File: src/rtl/exec_sequencer.sv
// rtl/exec_sequencer.sv - multi-cycle fetch/decode/exec/mem/wb sequencer with PC, retire count and stage timeout
module exec_sequencer #(
    parameter logic [31:0] RESET_PC = 32'h0000_0000,
    parameter int          TIMEOUT  = 255
) (
    input  logic        clk,
    input  logic        rst,
    input  logic        start,
    input  logic        halt_req,
    output logic        fetch_go,
    input  logic        fetch_done,
    output logic        decode_go,
    input  logic        decode_done,
    input  logic        mem_needed,
    output logic        exec_go,
    input  logic        exec_done,
    input  logic        branch_taken,
    input  logic [31:0] branch_target,
    output logic        mem_go,
    input  logic        mem_ready,
    output logic        wb_go,
    output logic [31:0] pc,
    output logic        busy,
    output logic [2:0]  state,
    output logic [31:0] instr_count,
    output logic        timeout_err
);

    localparam logic [2:0] S_IDLE   = 3'd0;
    localparam logic [2:0] S_FETCH  = 3'd1;
    localparam logic [2:0] S_DECODE = 3'd2;
    localparam logic [2:0] S_EXEC   = 3'd3;
    localparam logic [2:0] S_MEM    = 3'd4;
    localparam logic [2:0] S_WB     = 3'd5;
    localparam logic [2:0] S_HALT   = 3'd6;

    localparam logic [7:0] TMO = 8'(TIMEOUT);

    logic [2:0]  state_q;
    logic [7:0]  wait_cnt;
    logic        mem_flag;
    logic [31:0] pc_q;
    logic [31:0] next_pc;
    logic [31:0] count_q;
    logic        err_q;

    logic        in_wait;
    logic        first_cycle;
    logic        stage_done;
    logic        accept;
    logic        expire;

    // The wait counter is zero only in the entry cycle of a wait state, so it doubles as the go flag.
    assign in_wait     = (state_q == S_FETCH) || (state_q == S_DECODE) ||
                         (state_q == S_EXEC)  || (state_q == S_MEM);
    assign first_cycle = in_wait && (wait_cnt == 8'd0);

    always_comb begin
        stage_done = 1'b0;
        case (state_q)
            S_FETCH:  stage_done = fetch_done;
            S_DECODE: stage_done = decode_done;
            S_EXEC:   stage_done = exec_done;
            S_MEM:    stage_done = mem_ready;
            default:  stage_done = 1'b0;
        endcase
    end

    assign accept = in_wait && !first_cycle && stage_done;
    assign expire = in_wait && !accept && (wait_cnt >= TMO);

    always_ff @(posedge clk or posedge rst) begin
        if (rst) begin
            state_q  <= S_IDLE;
            wait_cnt <= 8'd0;
            mem_flag <= 1'b0;
            pc_q     <= RESET_PC;
            next_pc  <= RESET_PC;
            count_q  <= 32'd0;
            err_q    <= 1'b0;
        end else begin
            case (state_q)
                S_IDLE: begin
                    wait_cnt <= 8'd0;
                    if (start) begin
                        state_q <= S_FETCH;
                    end
                end
                S_FETCH, S_DECODE, S_EXEC, S_MEM: begin
                    if (accept) begin
                        wait_cnt <= 8'd0;
                        case (state_q)
                            S_FETCH: state_q <= S_DECODE;
                            S_DECODE: begin
                                mem_flag <= mem_needed;
                                state_q  <= S_EXEC;
                            end
                            S_EXEC: begin
                                next_pc <= branch_taken ? branch_target : pc_q + 32'd4;
                                state_q <= mem_flag ? S_MEM : S_WB;
                            end
                            default: state_q <= S_WB;
                        endcase
                    end else if (expire) begin
                        // Abandon the instruction: pc and instr_count stay as they were.
                        wait_cnt <= 8'd0;
                        err_q    <= 1'b1;
                        state_q  <= S_HALT;
                    end else begin
                        wait_cnt <= wait_cnt + 8'd1;
                    end
                end
                S_WB: begin
                    wait_cnt <= 8'd0;
                    pc_q     <= next_pc;
                    count_q  <= count_q + 32'd1;
                    state_q  <= halt_req ? S_HALT : S_FETCH;
                end
                S_HALT: begin
                    wait_cnt <= 8'd0;
                    if (start && !halt_req) begin
                        state_q <= S_FETCH;
                    end
                end
                default: begin
                    wait_cnt <= 8'd0;
                    state_q  <= S_IDLE;
                end
            endcase
        end
    end

    assign fetch_go    = first_cycle && (state_q == S_FETCH);
    assign decode_go   = first_cycle && (state_q == S_DECODE);
    assign exec_go     = first_cycle && (state_q == S_EXEC);
    assign mem_go      = first_cycle && (state_q == S_MEM);
    assign wb_go       = (state_q == S_WB);
    assign busy        = in_wait || (state_q == S_WB);
    assign state       = state_q;
    assign pc          = pc_q;
    assign instr_count = count_q;
    assign timeout_err = err_q;

endmodule

File: config.mk
export PLATFORM = sky130hd
export DESIGN_NAME = exec_sequencer
export DESIGN_NICKNAME = d
export VERILOG_FILES = /design/src/rtl/exec_sequencer.sv
export SDC_FILE = /design/constraint.sdc
export NUM_CORES = 1
export LEC_CHECK = 0
export ABC_AREA = 1
export BUFFER_PORTS_ARGS = -buffer_cell sky130_fd_sc_hd__clkbuf_2
export CORE_MARGIN = 2
export CORE_UTILIZATION = 56
export DETAILED_ROUTE_END_ITERATION = 10
export GPL_TIMING_DRIVEN = 0
export MAX_ROUTING_LAYER = met4
export PLACE_DENSITY = 0.81
export SLEW_MARGIN = 25
export SYNTH_ARGS = -nofsm -noshare
export SYNTH_HDL_FRONTEND = slang
export SYNTH_SLANG_ARGS = --single-unit
File: constraint.sdc
create_clock -name clk -period 3.7 [get_ports clk]
set_clock_uncertainty 0.05 [all_clocks]
set_input_delay 0.555 -clock clk [delete_from_list [all_inputs] [get_ports clk]]
set_output_delay 0.555 -clock clk [all_outputs]
set_load 0.01 [all_outputs]
**After elaboration in Yosys (flattened, before gate mapping)**

Index checks and enable logic that the tools add are counted.
W data, S select, Z words.

- Input bits: 42
- Output and inout bits: 74
- Flip-flop bits (word level): 109
- Word-level logic and storage cells: 58

- Reduce and logical (&&, ||, !) cells: 24
- Equal/unequal tests: 9
- Bitwise gates (word level): 1
- Add/sub/neg operators: 3
- Muxes and demuxes: 13
- $lt $le $gt $ge: 1

Operators by type and width:

| kind | number |
|---|---|
| $add A32 B1 Y32 const B | 1 |
| $add A32 B3 Y32 const B | 1 |
| $mux W32 | 1 |
| $mux W8 | 3 |
| $mux W3 | 5 |
| $pmux W3 S4 | 1 |
| $reduce_and A3 Y1 | 4 |
| $logic_and A1 B1 Y1 | 10 |
| $eq A3 B3 Y1 const B | 3 |
| $pmux W3 S3 | 1 |
| $add A8 B1 Y8 const B | 1 |
| $ge A8 B8 Y1 const B | 1 |
| $logic_not A8 Y1 | 1 |
| $eq A3 B2 Y1 const B | 2 |
| $logic_or A1 B1 Y1 | 4 |
| $ne A2 B2 Y1 const B | 2 |
| $pmux W1 S4 | 1 |
| $reduce_or A4 Y1 | 1 |
| $eq A3 B1 Y1 const B | 1 |
| $logic_not A1 Y1 | 3 |
| $logic_not A3 Y1 | 1 |
| $ne A3 B3 Y1 const B | 1 |
| $mux W1 | 1 |
| $not A1 Y1 | 1 |

**Longest topological paths before layout**

- Depth after elaboration: 14
- Mapped depth: 12
- Gate-level depth less buffers: 11

**Least setup slack after synthesis**

No wires, ideal clock.

- Path type: reg-to-output
- From: reg state_q[2] (netlist: state[2])
- To: out busy
- Buffers on the path: 3
- Cell stages (with the launch flop): 6
- Data required time: 3,095 ps
- Slack: 1,827 ps
- Data arrival time: 1,268 ps
- Cell sequence: dfrtp_1 > buf_4 > nand3_2 > buf_2 > clkbuf_1 > nand2_1

- Longest elaborated chain between the ends: 5

RTL lines:

| what | line | source |
|---|---|---|
| start, declared | 39 | `logic [2:0] state_q;` |
| start signal, assigned | 100 | `state_q <= mem_flag ? S_MEM : S_WB;` |
| start signal, assigned | 117 | `state_q <= halt_req ? S_HALT : S_FETCH;` |
| $eq A3 B1 Y1 / $eq A3 B2 Y1 (equally long branches) | 54 | `assign in_wait = (state_q == S_FETCH) \|\| (state_q == S_DECODE) \|\|` |
| $logic_or A1 B1 Y1 (2 in series) | 54 |  |
| $logic_or A1 B1 Y1 | 55 | `(state_q == S_EXEC) \|\| (state_q == S_MEM);` |
| $logic_or A1 B1 Y1 (*) | 138 | `assign busy = in_wait \|\| (state_q == S_WB);` |
| end, declared | 23 | `output logic busy,` |

Mark *: on every way between the ends. The rest lies on a longest branch, timed or not.

**Final worst setup path**

- From: reg state_q[1] (netlist: state[1])
- To: out busy

Same word-level chain as after synthesis.

==> implementation parameters <==
Parameter                              Value

Outcome
  Result of the run    completed

Die
  Count of boundary I/O pins    116
  Effective utilization at floorplan    about three fifths
  Row count    37
  Die boundary width    between 100 and 150 um
  Die Height    between 100 and 150 um
  Area of the core region    10420 um^2
  Die Footprint    11660 um^2

Yosys
  Area share of xor/xnor cells in the synthesized design    5.209%
  Synth Instances    826
  Post-synth design cell area    6053 um^2
  Area share of and/or/nand/nor cells after synthesis    34.95%
  Mux share of post-synthesis cell area    0%
  Synth warn    0
  Combinational family with the most area after synthesis    simple AND/OR/NAND/NOR gates
  Top cell type's share of synthesized area    45.06%
  Fraction of the mapped netlist area in compound gates    roughly 6.6%
  Cell taking the most area after synthesis    dfrtp_1
  Fraction of the yosys area taken by sequential cells    a little under half
  Synthesized area per cell    7.328 um^2
  Top flip-flop cell by instance count after synthesis    dfrtp_1
  Fraction of registers with async set/reset    100.0%
  Number of flops mapped to enable cells by yosys    0
  Most common cell in the netlist    nand2_1
  Number of distinct library cells after synthesis    37
  Cell types occupying the most area after synthesis    dfrtp_1 45%, nand2_1 17%, nor2_1 6.1%, inv_1 5.2%, nand3_1 4.5%
  Cell types with the highest counts after synthesis    277 x nand2_1, 109 x dfrtp_1, 99 x nor2_1
  Register bit count reported by yosys    approximately 110
  Adder-cell share of the synthesized area    less than 1%
  Number of nets produced by synthesis    ~870

Placed design
  Dpl cell area    approximately 6800 um^2
  Port bufs    115
  Number of cells after detailed placement    around 1100
  Dpl hpwl    between 10000 and 15000 um
  Weighted congestion reported at the end of routability-driven placement    0.9972

Critical path
  Classification of the worst setup path    reg2out
  Highest net fanout along the worst path    10
  Launching element type of the critical path    flop
  Worst-path cell chain    inv_1 -> nand3_2 -> buf_2 -> clkbuf_1 -> nand2_1 -> clkbuf_2
  Crit path max-delay cell type    clkbuf_1
  Critical path buffer and inverter count    4
  Worst path top cell family by delay    buffers and inverters
  Crit path largest cell delay    0.51 ns
  Critical path data required time    3.09 ns
  Register-to-Register Setup Slack    1.61 ns
  Type of element capturing the critical path    primary output
  Arrival time of data at the critical path endpoint    about 2.2 ns

CTS
  Maximum root-to-sink buffer count    2
  Clock tree from TritonCTS    built
  Source-to-sink clock delay at the later pin of the worst-skew pair    0.38 ns
  Number of instances resized during post-cts repair    0
  H-tree lvl count    3
  TritonCTS buffer count    9
  Clock tree root driver cell    clkbuf_8
  Sinks on Clock Net    109
  Cts-stage hold buffer count    0
  Clock-pin slew reported for the worst setup and hold paths after clock tree synthesis    0.11 ns
  Setup repair bufs after CTS    0

Power
  Part of the power in the clock network    17.5%
  Sequential group share of total power    45.5%
  Total power divided by cell area    609.3 nW/um^2
  Cell internal pwr    2.434 mW
  Combinational cell fraction of total power    37.1%
  Leakage power of the design    3.539 nW
  Net switching fraction of the power    43.17%
  VDD IR-drop max    512.0 uV
  Net switching power    ~1.8 mW

Timing
  Final-report hold violation count    0
  Post-Route Setup TNS    0 ns
  RSZ-0062 raised after global routing    false
  Worst-margin pin slew    0.7048 ns
  Worst slew margin    between 50% and 60%
  Worst hold-check slack    0.1764 ns
  Period utilisation layout    75.77%
  Final-report setup violation count    0
  Shortest clock period the worst path allows after layout    2.804 ns
  Highest Clock Rate    356.7 MHz
  Final Max Tran Viols    0

GRT
  GRT Util Overall    29.86%
  Via count of the first global-routing pass    5289
  Largest net degree at the start of global routing    58
  Initial antenna violation count    0
  Overall overflow remaining after global route    0
  First-pass GRT wire length    around 26000 um

Final layout
  Post-route design area    about 7000 um^2
  Post-layout util    67.48%
  ANT cells    0
  Proportion of layout cells with a drive suffix above 1    17.12%
  Area growth from synthesis to layout    16.12%
  Total number of nets in the final design    999
  Number of cells in the finished layout apart from fillers    1094

Hold path
  Worst hold path type    in2async

Route
  Detailed-route via count    5768
  Number of design rule violations left after detail routing    0
  Via-per-instance ratio    5.272
  Count of TritonRoute iterations in the first routing pass    5
  Post-route antenna net violation count    0
  Starting DRT DRC Count    422
  Average detailed-routed wire length per instance    ~15 um
  Total detailed-routing wirelength    16250 um

Run
  Max Cap Violations    0
## worst reg2reg max path, stage by stage (launching register included)
cell     delay, ns
dfrtp_1       0.48
ha_1          0.22
nand2_1       0.10
nor2_2        0.28
nand2_1       0.25
nor2b_1       0.24
nand2_1       0.09
nand2_1       0.07
nand3_1       0.06
nand2_1       0.09
nand2_1       0.05
## final cells by class
type | count | area, um^2
multi-input combinational | 608 | 2880
sequential | 109 | 2728
inverter | 88 | 335.3
timing repair buffer | 116 | 603.1
tap | 136 | 170.2
clock inverter | 6 | 70.07
buffer | 21 | 115.1
clock buffer | 10 | 127.6
fill | 949 | 3387
## sequential cells by signal, summed over array words and instances (netlist names)
signal	count
state	3
mem_flag	1
next_pc	32
instr_count	32
pc	32
wait_cnt	8
timeout_err	1
## layer usage
| metal | track usage [%] | wire length [um] |
|---|---|---|
| met1 | 42.12 | 7514 |
| met3 | 4.882 | 1048 |
| met5 | - | 0 |
| met2 | 44.47 | 7437 |
| met4 | 9.524 | 251 |
## metrics by stage
step                setup WS (ns)  power, mW
global route               0.7572      4.592
finish                     0.8964      4.283
CTS                        0.9070      4.288
floorplan                  0.2211      2.913
detailed placement          1.342      3.537
global placement           -1.061      3.490
## path summary, 6_finish.rpt
check	cells after the start	start	end
setup / recovery	6	state[1]	busy
hold / removal	2	rst	pc[1]
setup reg to reg	10	pc[3]	next_pc[20]
hold reg to reg	2	next_pc[31]	pc[31]
max in group asynchronous	3	rst	next_pc[26]
min in group clk	3	mem_needed	mem_flag
## kinds of logic after synthesis
group           count (synthesis)
xor+xnor                       36
buf+inv                       109
compound gates                 73
flops                         109
fa+ha+maj                       4
simple gates                  495
## cells in the final DEF, fill, tap and decap left out, drive strengths merged, types with 9 or more instances in the layout
cell type  synthesis  routed
nand2            280     280
clkbuf            13     138
nor2             110     110
dfrtp            109     109
inv               87      89
o21ai             60      60
nand3             58      58
xor2              24      24
nor3              21      21
nand4             16      16
xnor2             12      12
buf                8       9
## power groups by stage
stage | combinational [mW] | sequential [mW] | clock (mW)
CTS | 1.59 | 1.93 | 0.760
global route | 1.80 | 1.99 | 0.802
detailed placement | 1.58 | 1.96 | 0
finish | 1.59 | 1.95 | 0.749
global placement | 1.54 | 1.95 | 0
floorplan | 0.970 | 1.94 | 0
Note: power is estimated with default switching activity, not from simulation.
